$ cat src/rtl/regfile_write_arbiter_pkg.sv
// -----------------------------------------------------------------------------
// regfile_write_arbiter_pkg
// Shared definitions for the register-file write arbiter slice:
//   - default data / index widths
//   - write-port FSM state encoding (IDLE / WRITE)
//   - index of the hard-wired zero register (writes to it are dropped)
// -----------------------------------------------------------------------------
package regfile_write_arbiter_pkg;

  localparam int unsigned DATA_W_DEFAULT = 32;
  localparam int unsigned ADDR_W_DEFAULT = 5;

  // Register 0 reads as zero; accepted writes to it never reach the file.
  localparam int unsigned ZERO_REG_IDX = 0;

  typedef enum logic {
    IDLE  = 1'b0,
    WRITE = 1'b1
  } wrState_t;

endpackage

$ cat src/rtl/regfile_write_arbiter_rr_arbiter2.sv
// -----------------------------------------------------------------------------
// rr_arbiter2
// Two-requester round-robin arbiter with one-hot combinational grants.
// Ports:
//   clk      in   clock
//   rstN     in   async active-low reset (pointer -> requester 0)
//   valid    in   [1:0] request lines (already qualified by the caller)
//   advance  in   a grant was taken this cycle; move the pointer
//   grant    out  [1:0] one-hot grant (all zero when nothing is valid)
// -----------------------------------------------------------------------------
module rr_arbiter2 (
  input  logic       clk,
  input  logic       rstN,
  input  logic [1:0] valid,
  input  logic       advance,
  output logic [1:0] grant
);

  // ptr = index of the requester that wins when both are valid.
  logic ptr;

  always_comb begin
    grant = '0;
    case (valid)
      2'b01:   grant = 2'b01;
      2'b10:   grant = 2'b10;
      2'b11:   grant = ptr ? 2'b10 : 2'b01;
      default: grant = '0;
    endcase
  end

  // After a transfer the pointer points at the requester that was not served.
  always_ff @(posedge clk or negedge rstN) begin
    if (!rstN) begin
      ptr <= 1'b0;
    end else if (advance) begin
      ptr <= grant[0];
    end
  end

endmodule

$ cat src/rtl/regfile_write_arbiter.sv
// -----------------------------------------------------------------------------
// regfile_write_arbiter
// Arbitrates two write requesters onto a single register-file write port with
// round-robin priority and a one-cycle registered write path.
// Ports:
//   Clk, Reset_n               clock, async active-low reset
//   Stall                      blocks all acceptance while high
//   ReqNValid/Addr/Data/Ready  requester N handshake (N = 0, 1)
//   RfWriteRegister/Data       registered write index / data
//   RfRegWrite                 registered write enable (never for register 0)
//   ReadRegister1/2            read indices (also go straight to the file)
//   RfReadData1/2              raw read data from the file
//   ReadData1/2                read data to consumers
// Build option: define REGFILE_ARB_BYPASS_EN to forward the pending write
// onto ReadDataN when its index matches ReadRegisterN (nonzero).
// -----------------------------------------------------------------------------
module regfile_write_arbiter
  import regfile_write_arbiter_pkg::*;
#(
  parameter int unsigned DATA_W = DATA_W_DEFAULT,
  parameter int unsigned ADDR_W = ADDR_W_DEFAULT
) (
  input  logic              Clk,
  input  logic              Reset_n,
  input  logic              Stall,
  input  logic              Req0Valid,
  input  logic [ADDR_W-1:0] Req0Addr,
  input  logic [DATA_W-1:0] Req0Data,
  output logic              Req0Ready,
  input  logic              Req1Valid,
  input  logic [ADDR_W-1:0] Req1Addr,
  input  logic [DATA_W-1:0] Req1Data,
  output logic              Req1Ready,
  output logic [ADDR_W-1:0] RfWriteRegister,
  output logic [DATA_W-1:0] RfWriteData,
  output logic              RfRegWrite,
  input  logic [ADDR_W-1:0] ReadRegister1,
  input  logic [ADDR_W-1:0] ReadRegister2,
  input  logic [DATA_W-1:0] RfReadData1,
  input  logic [DATA_W-1:0] RfReadData2,
  output logic [DATA_W-1:0] ReadData1,
  output logic [DATA_W-1:0] ReadData2
);

  localparam logic [ADDR_W-1:0] ZERO_REG = ADDR_W'(ZERO_REG_IDX);

  logic [1:0]        qualValid;
  logic [1:0]        grant;
  logic              transfer;
  logic [ADDR_W-1:0] selAddr;
  logic [DATA_W-1:0] selData;
  wrState_t          state, stateNext;

  // Reset_n in the qualifier keeps Ready low during reset, so a transfer
  // coinciding with reset assertion can never be taken.
  assign qualValid = {Req1Valid, Req0Valid} & {2{~Stall & Reset_n}};

  rr_arbiter2 uArb (
    .clk     (Clk),
    .rstN    (Reset_n),
    .valid   (qualValid),
    .advance (transfer),
    .grant   (grant)
  );

  assign Req0Ready = grant[0];
  assign Req1Ready = grant[1];
  assign transfer  = |grant;
  assign selAddr   = grant[1] ? Req1Addr : Req0Addr;
  assign selData   = grant[1] ? Req1Data : Req0Data;

  // State register
  always_ff @(posedge Clk or negedge Reset_n) begin
    if (!Reset_n) begin
      state <= IDLE;
    end else begin
      state <= stateNext;
    end
  end

  // Next-state logic
  always_comb begin
    stateNext = IDLE;
    if (transfer && (selAddr != ZERO_REG)) begin
      stateNext = WRITE;
    end
  end

  // Output logic
  always_comb begin
    RfRegWrite = (state == WRITE);
  end

  // Write index/data hold their last accepted values between transfers.
  always_ff @(posedge Clk or negedge Reset_n) begin
    if (!Reset_n) begin
      RfWriteRegister <= '0;
      RfWriteData     <= '0;
    end else if (transfer) begin
      RfWriteRegister <= selAddr;
      RfWriteData     <= selData;
    end
  end

`ifdef REGFILE_ARB_BYPASS_EN
  always_comb begin
    ReadData1 = RfReadData1;
    ReadData2 = RfReadData2;
    if (RfRegWrite && (RfWriteRegister == ReadRegister1) && (ReadRegister1 != ZERO_REG)) begin
      ReadData1 = RfWriteData;
    end
    if (RfRegWrite && (RfWriteRegister == ReadRegister2) && (ReadRegister2 != ZERO_REG)) begin
      ReadData2 = RfWriteData;
    end
  end
`else
  assign ReadData1 = RfReadData1;
  assign ReadData2 = RfReadData2;
`endif

endmodule

$ cat config.mk
export PLATFORM = sky130hd
export DESIGN_NAME = regfile_write_arbiter
export DESIGN_NICKNAME = d
export VERILOG_FILES = /design/src/rtl/regfile_write_arbiter_pkg.sv /design/src/rtl/regfile_write_arbiter_rr_arbiter2.sv /design/src/rtl/regfile_write_arbiter.sv
export SDC_FILE = /design/constraint.sdc
export NUM_CORES = 1
export LEC_CHECK = 0
export ABC_AREA = 1
export CORE_AREA = 2 2 100 102
export CTS_CLUSTER_SIZE = 25
export DETAILED_ROUTE_END_ITERATION = 16
export DIE_AREA = 0 0 102 104
export GPL_TIMING_DRIVEN = 0
export PLACE_DENSITY = 0.79
export SLEW_MARGIN = 20
export SYNTH_ARGS = -nofsm -noshare
export SYNTH_HDL_FRONTEND = slang
export SYNTH_SLANG_ARGS = --single-unit
$ cat constraint.sdc
create_clock -name Clk -period 2.54 [get_ports Clk]
set_input_delay 0.381 -clock Clk [delete_from_list [all_inputs] [get_ports Clk]]
set_output_delay 0.381 -clock Clk [all_outputs]
set_load 0.05 [all_outputs]
==> flow_summary_export.csv, run 1 <==
group,metric,value,unit
status,status,"finished, final reports clean",
cells_and_area,most-common-layout-cells,"clkdlybuf4s50_1 (179), buf_4 (67), a21oi_1 (56)",
worst_setup_path,arrival,2070,ps
sta,maxSlewHeadroom,42.1,%
power,powerDensity,571,nW/um2
worst_setup_path,worstSetupStartpointType,"input port",
sta,clock_skew,3.81,ps
global_route,met3_usage,4.57,%
cells_and_area,nets,636,
placed_design,gp_congestion,0.734,
floorplan,die_y,104,um
yosys,synth_seq_area_share,40.7,%
sta,max_clock_freq,408,MHz
routing,wl_per_cell,13.7,um
power,power,2.57,mW
clocking,h-tree-depth,2,
routing,vias_per_cell,4.15,
global_route,antenna_found_initial,0,
routing,dr.pass1.iters,4,
clocking,clock_path_buffers,2,
routing,drtIter0Drc,75,
yosys,synth_cell_types,20,
sta,tightest_slew,865,ps
global_route,gr-usage-met1,16.2,%
clocking,clock_sinks,39,
routing,route.detailed.drc,0,
yosys,syn_area,2400,um2
worst_setup_path,end_kind,"output pin",
cells_and_area,n_antenna_cell,0,
sta,slew_violations,0,
floorplan,die-width,102,um
clocking,cts_tree,"done",
cells_and_area,n_fill_cell,917,
worst_setup_path,path_class,"in2out",
routing,routed_wl,8480,um
sta,hold_viol,0,
worst_setup_path,reg2reg_depth,7,
floorplan,die_area,10600,um2
global_route,top_usage_layer,"met2",
clocking,path_clk_slew,80,ps
routing,vias,2563,
cells_and_area,area_delta_synth_final,87.8,%
clocking,cts-root-buf,"clkbuf_8",
floorplan,initial_core_util,25.1,%
clocking,clk_latency,290,ps
sta,period_needed,2450,ps
floorplan,core,9550,um2
global_route,grtUsageTotal,15.1,%
global_route,grt_pass1_wl,12800,um
yosys,synth_warnings,0,
cells_and_area,drive_above_1_share,21.7,%
job,cap_violations,0,
global_route,grt_use_met2,28.7,%
global_route,grt_pass1_vias,2674,
sta,setup_violations,0,
cells_and_area,seqCellArea,976,um2
clocking,cts_inserted_buffers,5,
placed_design,port_buffers,182,
cells_and_area,multi_input_area,787,um2
power,ir_drop,175,uV
yosys,syn_nets,445,
yosys,ys_ff_latch,39,
sta,grt_setup_unrepaired,"no",
floorplan,rows,36,
sta,period_share,96.5,%
power,p_leak,2.04,nW
global_route,grt_max_degree,22,
worst_hold_path,min_path_type,"in2async",
yosys,syn_area_per_cell,8.21,um2
worst_setup_path,path_max_fanout,10,
placed_design,hpwl,6780,um
global_route,grt_overflow_total,0,
routing,ant_nets,0,
yosys,syn_inst,292,
cells_and_area,final_common_cell,"clkdlybuf4s50_1",
sta,hold_ws,64.1,ps
floorplan,pin_count,257,
worst_setup_path,cp.required,2160,ps
## cells by family (layout without fill, tap and decap cells)
group                  Yosys count  count (layout)  synth area share (%)
buffers and inverters           90             282                  26.5
flip-flops                      39              39                  40.7
AND/OR/NAND/NOR                 90              90                  15.8
AO/OA/AOI/OAI                   73              73                  17.1
## report_power, final
group | total [mW] | internal [mW] | switching, mW
Clock | 0.415 | 0.188 | 0.227
Combinational | 1.37 | 0.526 | 0.839
Sequential | 0.790 | 0.730 | 0.0594
## critical path: stages
cell and delay (ps):
clkdlybuf4s50_1 630, nand3_4 140, inv_2 140, buf_4 240
clkdlybuf4s15_1 530
## metal layers
metal	wire, um	part of all wire [%]
met3	778	9.2
met5	0	0
met1	3050	36
met2	4600	54
met4	43	0.51
## cell type report
| class | instances | area share (%) |
|---|---|---|
| inverters | 12 | 1.06 |
| plain buffers | 78 | 13.0 |
| well taps | 133 | 3.70 |
| clock inverters | 3 | 0.333 |
| flip-flops and latches | 39 | 21.7 |
| multi-input cells | 163 | 17.5 |
| clock buffers | 5 | 1.53 |
| repair buffers | 184 | 41.2 |
## registers in the layout, indices dropped and copies added (netlist names)
name             cells
RfWriteData         32
RfWriteRegister      5
RfRegWrite           1
uArb.ptr             1
## synthesized netlist by cell type
| library cell | instances | area [um2] |
|---|---|---|
| nand2_4 | 1 | 11.3 |
| nand2_2 | 1 | 6.26 |
| o21ai_1 | 5 | 25.0 |
| nand3_1 | 1 | 5.00 |
| dfrtp_1 | 39 | 976 |
| nand2_1 | 48 | 180 |
| inv_4 | 1 | 6.26 |
| buf_6 | 5 | 56.3 |
| nor2_1 | 34 | 128 |
| inv_1 | 10 | 37.5 |
| a21oi_2 | 9 | 78.8 |
| o21bai_1 | 1 | 7.51 |
| nand4_1 | 3 | 18.8 |
| o21ai_2 | 2 | 17.5 |
| a21oi_1 | 56 | 280 |
| buf_4 | 66 | 495 |
| nand3_4 | 1 | 17.5 |
| buf_2 | 7 | 35.0 |
| nor2_4 | 1 | 11.3 |
| inv_2 | 1 | 3.75 |
## stage by stage
step / TNS [ps] / setup WS (ps) / instances / utilization [%] / cell area (um2)
after CTS: 0 / 40.0 / 617 / 47.1 / 4500
final: 0 / 88.5 / 617 / 47.2 / 4500
after global placement: -40420 / -1890 / 607 / 45.9 / 4390
after floorplan: 0 / 662 / 292 / - / 2400
after global routing: 0 / 18.5 / 617 / 47.2 / 4500
after detailed placement: -631 / -423 / 608 / 46.2 / 4410
## timing repair
action | in CTS | in global routing
pin swaps | 0 | 0
resized for setup | 3 | 1
endpoints found under the hold margin | 18 | 0
hold buffers | 1 | 0
setup buffers | 0 | 0
endpoints found under the setup margin | 2 | 1
cloned | 0 | 0
## path summary, 6_finish.rpt
check / start / to / slack [ps]
max in group asynchronous: Reset_n / RfWriteData[18] / 1180
min in group Clk: RfWriteRegister[1] / RfWriteRegister[1] / 500
hold reg to reg: RfWriteRegister[1] / RfWriteRegister[1] / 500
setup reg to reg: uArb.ptr / RfWriteData[6] / 1080
setup / recovery: Req1Valid / Req1Ready / 90
hold / removal: Reset_n / RfWriteData[29] / 60
Note: power is estimated with default switching activity, not from simulation.
==> run 2: changes to the inputs <==
clock period = 2.65 ns   (was 2.54 ns; I/O delays follow)
==> run 2 against run 1 <==
Net effect: critical path depth stayed put; die area stayed put; total power is 4.2% lower; clock power is 4% lower; largest cell class unchanged; highest routed layer unchanged.
==> flow_summary_export.csv, run 2 (synthesis gave the netlist of run 1 again) <==
group,metric,value,unit
floorplan,die_area,10600,um2
clocking,clk_latency,290,ps
routing,vias_per_cell,4.15,
clocking,h-tree-depth,2,
clocking,cts_inserted_buffers,5,
global_route,grt_max_degree,22,
floorplan,core,9550,um2
clocking,clock_path_buffers,2,
cells_and_area,area_delta_synth_final,87.8,%
clocking,cts-root-buf,"clkbuf_8",
power,p_seq_share,30.7,%
floorplan,die_y,104,um
placed_design,gp_congestion,0.734,
power,clkPwrFrac,16.2,%
sta,finalSetupTns,0,ps
cells_and_area,final_common_cell,"clkdlybuf4s50_1",
placed_design,port_buffers,182,
clocking,clock_sinks,39,
worst_setup_path,path_class,"in2out",
global_route,grt_overflow_total,0,
global_route,grt_pass1_wl,12800,um
worst_setup_path,cp.required,2250,ps
power,ir_drop,168,uV
cells_and_area,drive_above_1_share,21.7,%
sta,max_clock_freq,398,MHz
cells_and_area,most-common-layout-cells,"clkdlybuf4s50_1 (179), buf_4 (67), a21oi_1 (56)",
routing,routed_wl,8470,um
job,cap_violations,0,
floorplan,die-width,102,um
sta,hold_ws,80.6,ps
worst_setup_path,end_kind,"output pin",
routing,vias,2561,
power,combPwrFrac,53.1,%
worst_setup_path,worstSetupStartpointType,"input port",
power,swShare,43.8,%
placed_design,hpwl,6780,um
status,status,"finished, final reports clean",
floorplan,rows,36,
global_route,grtUsageTotal,15.1,%
worst_setup_path,arrival,2110,ps
cells_and_area,n_antenna_cell,0,
cells_and_area,seqCellArea,976,um2
power,powerDensity,547,nW/um2
routing,wl_per_cell,13.7,um
routing,drtIter0Drc,72,
sta,grt_setup_unrepaired,"no",
global_route,grt_pass1_vias,2674,
sta,period_needed,2510,ps
cells_and_area,multi_input_area,787,um2
sta,maxSlewHeadroom,42.1,%
clocking,path_clk_slew,80,ps
global_route,antenna_found_initial,0,
cells_and_area,n_fill_cell,917,
routing,dr.pass1.iters,4,
sta,setup_violations,0,
cells_and_area,regMostFlops,"RfWriteData",
clocking,cts_tree,"done",
sta,clock_skew,3.81,ps
sta,hold_viol,0,
routing,ant_nets,0,
cells_and_area,nets,636,
power,p_int,1.38,mW
cells_and_area,largest_register_ffs,32,
sta,slew_violations,0,
power,p_leak,2.04,nW
worst_setup_path,path_max_fanout,10,
sta,period_share,94.8,%
floorplan,pin_count,257,
floorplan,initial_core_util,25.1,%
routing,route.detailed.drc,0,
cells_and_area,top_regs,"RfWriteData: 32 flops, RfWriteRegister: 5 flops",
worst_hold_path,min_path_type,"in2async",
power,p_switching,1.08,mW
sta,tightest_slew,865,ps
[run 2: cell types whose count changed in the layout (fill, tap and decap cells not counted), sizes merged]
cell | before | now
clkdlybuf4s15 | 1 | 0
dlygate4sd2 | 1 | 2
[run 2: area by class of cell]
| class | instances | share of cell area (%) |
|---|---|---|
| Clock inverter | 3 | 0.334 |
| Sequential cell | 39 | 21.7 |
| Buffer | 78 | 13.0 |
| Tap cell | 133 | 3.70 |
| Clock buffer | 5 | 1.53 |
| Inverter | 12 | 1.06 |
| Timing Repair Buffer | 184 | 41.2 |
| Multi-Input combinational cell | 163 | 17.5 |
[run 2: metrics by stage]
| step | power, mW | std cells | cell area (um2) | worst slack (ps) | util [%] |
|---|---|---|---|---|---|
| global placement | 2.07 | 607 | 4390 | -1820 | 45.9 |
| global route | 2.60 | 617 | 4500 | 68.0 | 47.1 |
| detailed placement | 2.09 | 608 | 4410 | -346 | 46.2 |
| finish | 2.46 | 617 | 4500 | 139 | 47.1 |
| floorplan | 1.58 | 292 | 2400 | 739 | - |
| CTS | 2.51 | 617 | 4500 | 117 | 47.1 |
[run 2: worst paths after layout]
path / start / to / slack, ps / cells past startpoint
setup / recovery: Req1Valid / Req1Ready / 140 / 5
hold / removal: Reset_n / RfWriteData[29] / 80 / 2
max in group asynchronous: Reset_n / RfWriteData[18] / 1280 / 2
hold reg to reg: RfWriteRegister[1] / RfWriteRegister[1] / 500 / 2
min in group Clk: RfWriteRegister[1] / RfWriteRegister[1] / 500 / 2
setup reg to reg: uArb.ptr / RfWriteData[6] / 1190 / 7
[run 2: power groups by stage]
stage	Clock, mW	Combinational [mW]	Sequential, mW
finish	0.398	1.31	0.757
global route	0.454	1.38	0.771
CTS	0.430	1.32	0.758
detailed placement	0	1.32	0.769
global placement	0	1.30	0.766
floorplan	0	0.444	1.13
[run 2: critical path, stage by stage]
cell	delay, ps
clkdlybuf4s50_1	630
nand3_4	140
inv_2	140
buf_4	240
dlygate4sd2_1	550
[run 2: what timing repair did]
action	in CTS	in global routing
hold buffers	1	0
hold endpoints to repair	18	0
setup buffers	0	0
endpoints found under the setup margin	2	0
gates resized for setup	3	0
[run 2: routing by layer]
layer  part of all wire, %  wire length (um)  track usage, %
met5                     0                 0               0
met3                   9.2               778            4.57
met2                    54              4600            28.7
met1                    36              3050            16.2
met4                  0.51                43            3.05
==> run 3: changes to the inputs <==
RECOVER_POWER = 25   (was default)
==> run 3 against run 2 <==
Net effect: register-to-register slack is essentially flat; sequential power is essentially flat; routed wire length grew 0.24%; largest power group unchanged; worst hold slack gained 420 ps; core utilization shrank 0.46 points; design area shrank 0.97%; maximum frequency grew 0.35%; critical path depth is the same; combinational power is essentially flat; first-iteration DRC count grew 9.7%; via count grew 0.94%; clock power is essentially flat.
==> flow_summary_export.csv, run 3 (synthesis gave the netlist of run 1 again) <==
group,metric,value,unit
worst_setup_path,crit_path_top_delay_cell,"clkdlybuf4s50_1",
cells_and_area,nets,636,
placed_design,numPlacedInstances,608,
power,ir_drop,168,uV
job,cap_violations,0,
sta,slew_violations,0,
floorplan,initial_core_util,25.1,%
worst_setup_path,arrival,2100,ps
worst_hold_path,hold_depth,2,
clocking,cts_tree,"done",
worst_hold_path,min-delay-start,"RfWriteRegister[1]",
routing,dr.pass1.iters,4,
floorplan,die-width,102,um
clocking,cts_inserted_buffers,5,
placed_design,pre_cts_slack,-346,ps
worst_hold_path,min_path_type,"reg2reg",
sta,max_clock_freq,400,MHz
sta,hold_viol,0,
sta,fin_ws,148,ps
power,p_leak,2.02,nW
placed_design,hpwl,6780,um
worst_setup_path,crit_chain,"clkdlybuf4s50_1 > nand3_4 > inv_2 > buf_4 > dlygate4sd2_1",
worst_setup_path,reg2reg_depth,7,
cells_and_area,top_regs,"RfWriteData: 32 flops, RfWriteRegister: 5 flops",
cells_and_area,instances_no_fill,617,
sta,maxSlewHeadroom,22.6,%
worst_setup_path,r2r_end,"RfWriteData[6]",
clocking,clk_latency,290,ps
worst_setup_path,path_max_fanout,10,
power,power,2.45,mW
clocking,clock_path_buffers,2,
floorplan,die_y,104,um
global_route,met3_usage,4.57,%
cells_and_area,n_fill_cell,921,
sta,setup_violations,0,
global_route,grt_pass1_wl,12800,um
clocking,h-tree-depth,2,
worst_setup_path,worstSetupStartpointType,"input port",
clocking,post_cts_buffers,0,
sta,period_share,94.4,%
worst_setup_path,r2r_setup_slack,1180,ps
power,powerDensity,550,nW/um2
cells_and_area,regMostFlops,"RfWriteData",
global_route,grt_pass1_vias,2674,
cells_and_area,multi_input_area,779,um2
global_route,grtUsageTotal,15.1,%
clocking,clock_sinks,39,
global_route,gr-usage-met1,16.2,%
status,status,"finished, final reports clean",
sta,grt_setup_unrepaired,"no",
global_route,top_usage_layer,"met2",
floorplan,pin_count,257,
worst_setup_path,end_kind,"output pin",
worst_setup_path,cp.required,2250,ps
cells_and_area,final_common_cell,"clkdlybuf4s50_1",
cells_and_area,area_delta_synth_final,86.0,%
routing,ant_nets,0,
worst_hold_path,holdPathEnd,"RfWriteRegister[1]",
sta,clock_skew,4.47,ps
cells_and_area,drive_above_1_share,20.9,%
global_route,grt_overflow_total,0,
cells_and_area,stdcell_area,4460,um2
worst_setup_path,path_class,"in2out",
cells_and_area,largest_register_ffs,32,
worst_setup_path,timing.rr.start,"uArb.ptr",
routing,drtIter0Drc,79,
cells_and_area,most-common-layout-cells,"clkdlybuf4s50_1 (179), buf_4 (66), a21oi_1 (56)",
cells_and_area,seqCellArea,976,um2
placed_design,port_buffers,182,
clocking,cts-root-buf,"clkbuf_8",
global_route,grt_use_met2,28.7,%
global_route,grt_max_degree,22,
routing,vias,2585,
worst_setup_path,cp_slowest_stage_delay,620,ps
clocking,path_clk_slew,80,ps
floorplan,die_area,10600,um2
sta,period_needed,2500,ps
routing,routed_wl,8490,um
routing,route.detailed.drc,0,
routing,wl_per_cell,13.8,um
sta,tightest_slew,1160,ps
global_route,antenna_found_initial,0,
floorplan,core,9550,um2
cells_and_area,n_antenna_cell,0,
routing,vias_per_cell,4.19,
placed_design,place_area,4410,um2
placed_design,gp_congestion,0.734,
floorplan,rows,36,
run 3: worst max path at each step:
stage / start / endpoint
2_1_floorplan: Reset_n / Req0Ready
6_report: Req1Valid / Req1Ready
3_5_place_dp: Reset_n / Req1Ready
4_1_cts: Req1Valid / Req1Ready
3_3_place_gp: Reset_n / Req1Ready
5_1_grt: Stall / Req1Ready
run 3: critical path: cells and delay by family:
family / cells / cell delay, ps
buffers and inverters: 4 / 1550
AND/OR/NAND/NOR: 1 / 140
run 3: through the flow:
stage	utilization, %	hold slack (ps)	setup TNS, ps
2_1_floorplan	-	102	0
3_3_place_gp	45.9	476	-36620
3_5_place_dp	46.2	408	-477
4_1_cts	47.1	76.7	0
5_1_grt	46.7	539	0
6_report	46.7	500	0
run 3: report_power, final:
part           switching [mW]  leakage, nW  internal [mW]
registers              0.0569        0.441          0.700
logic                   0.803         1.53          0.496
clock network           0.217       0.0477          0.181
run 3: layout make-up:
class | count | area share (%)
inverters | 12 | 1.04
multi-input cells | 163 | 17.5
clock buffers | 5 | 1.54
plain buffers | 78 | 13.0
clock inverters | 3 | 0.337
well taps | 133 | 3.73
flip-flops and latches | 39 | 21.9
repair buffers | 184 | 41.0
run 3: per-layer routing:
metal  wire [um]  part of all wire [%]
met1        3120                    37
met2        4610                    54
met3         721                   8.5
met4          43                  0.51
met5           0                     0
run 3: timing repair:
| action | in CTS | in global routing |
|---|---|---|
| endpoints found under the setup margin | 2 | 0 |
| endpoints found under the hold margin | 18 | 0 |
| hold buffers | 1 | 0 |
| gates resized for setup | 3 | 0 |
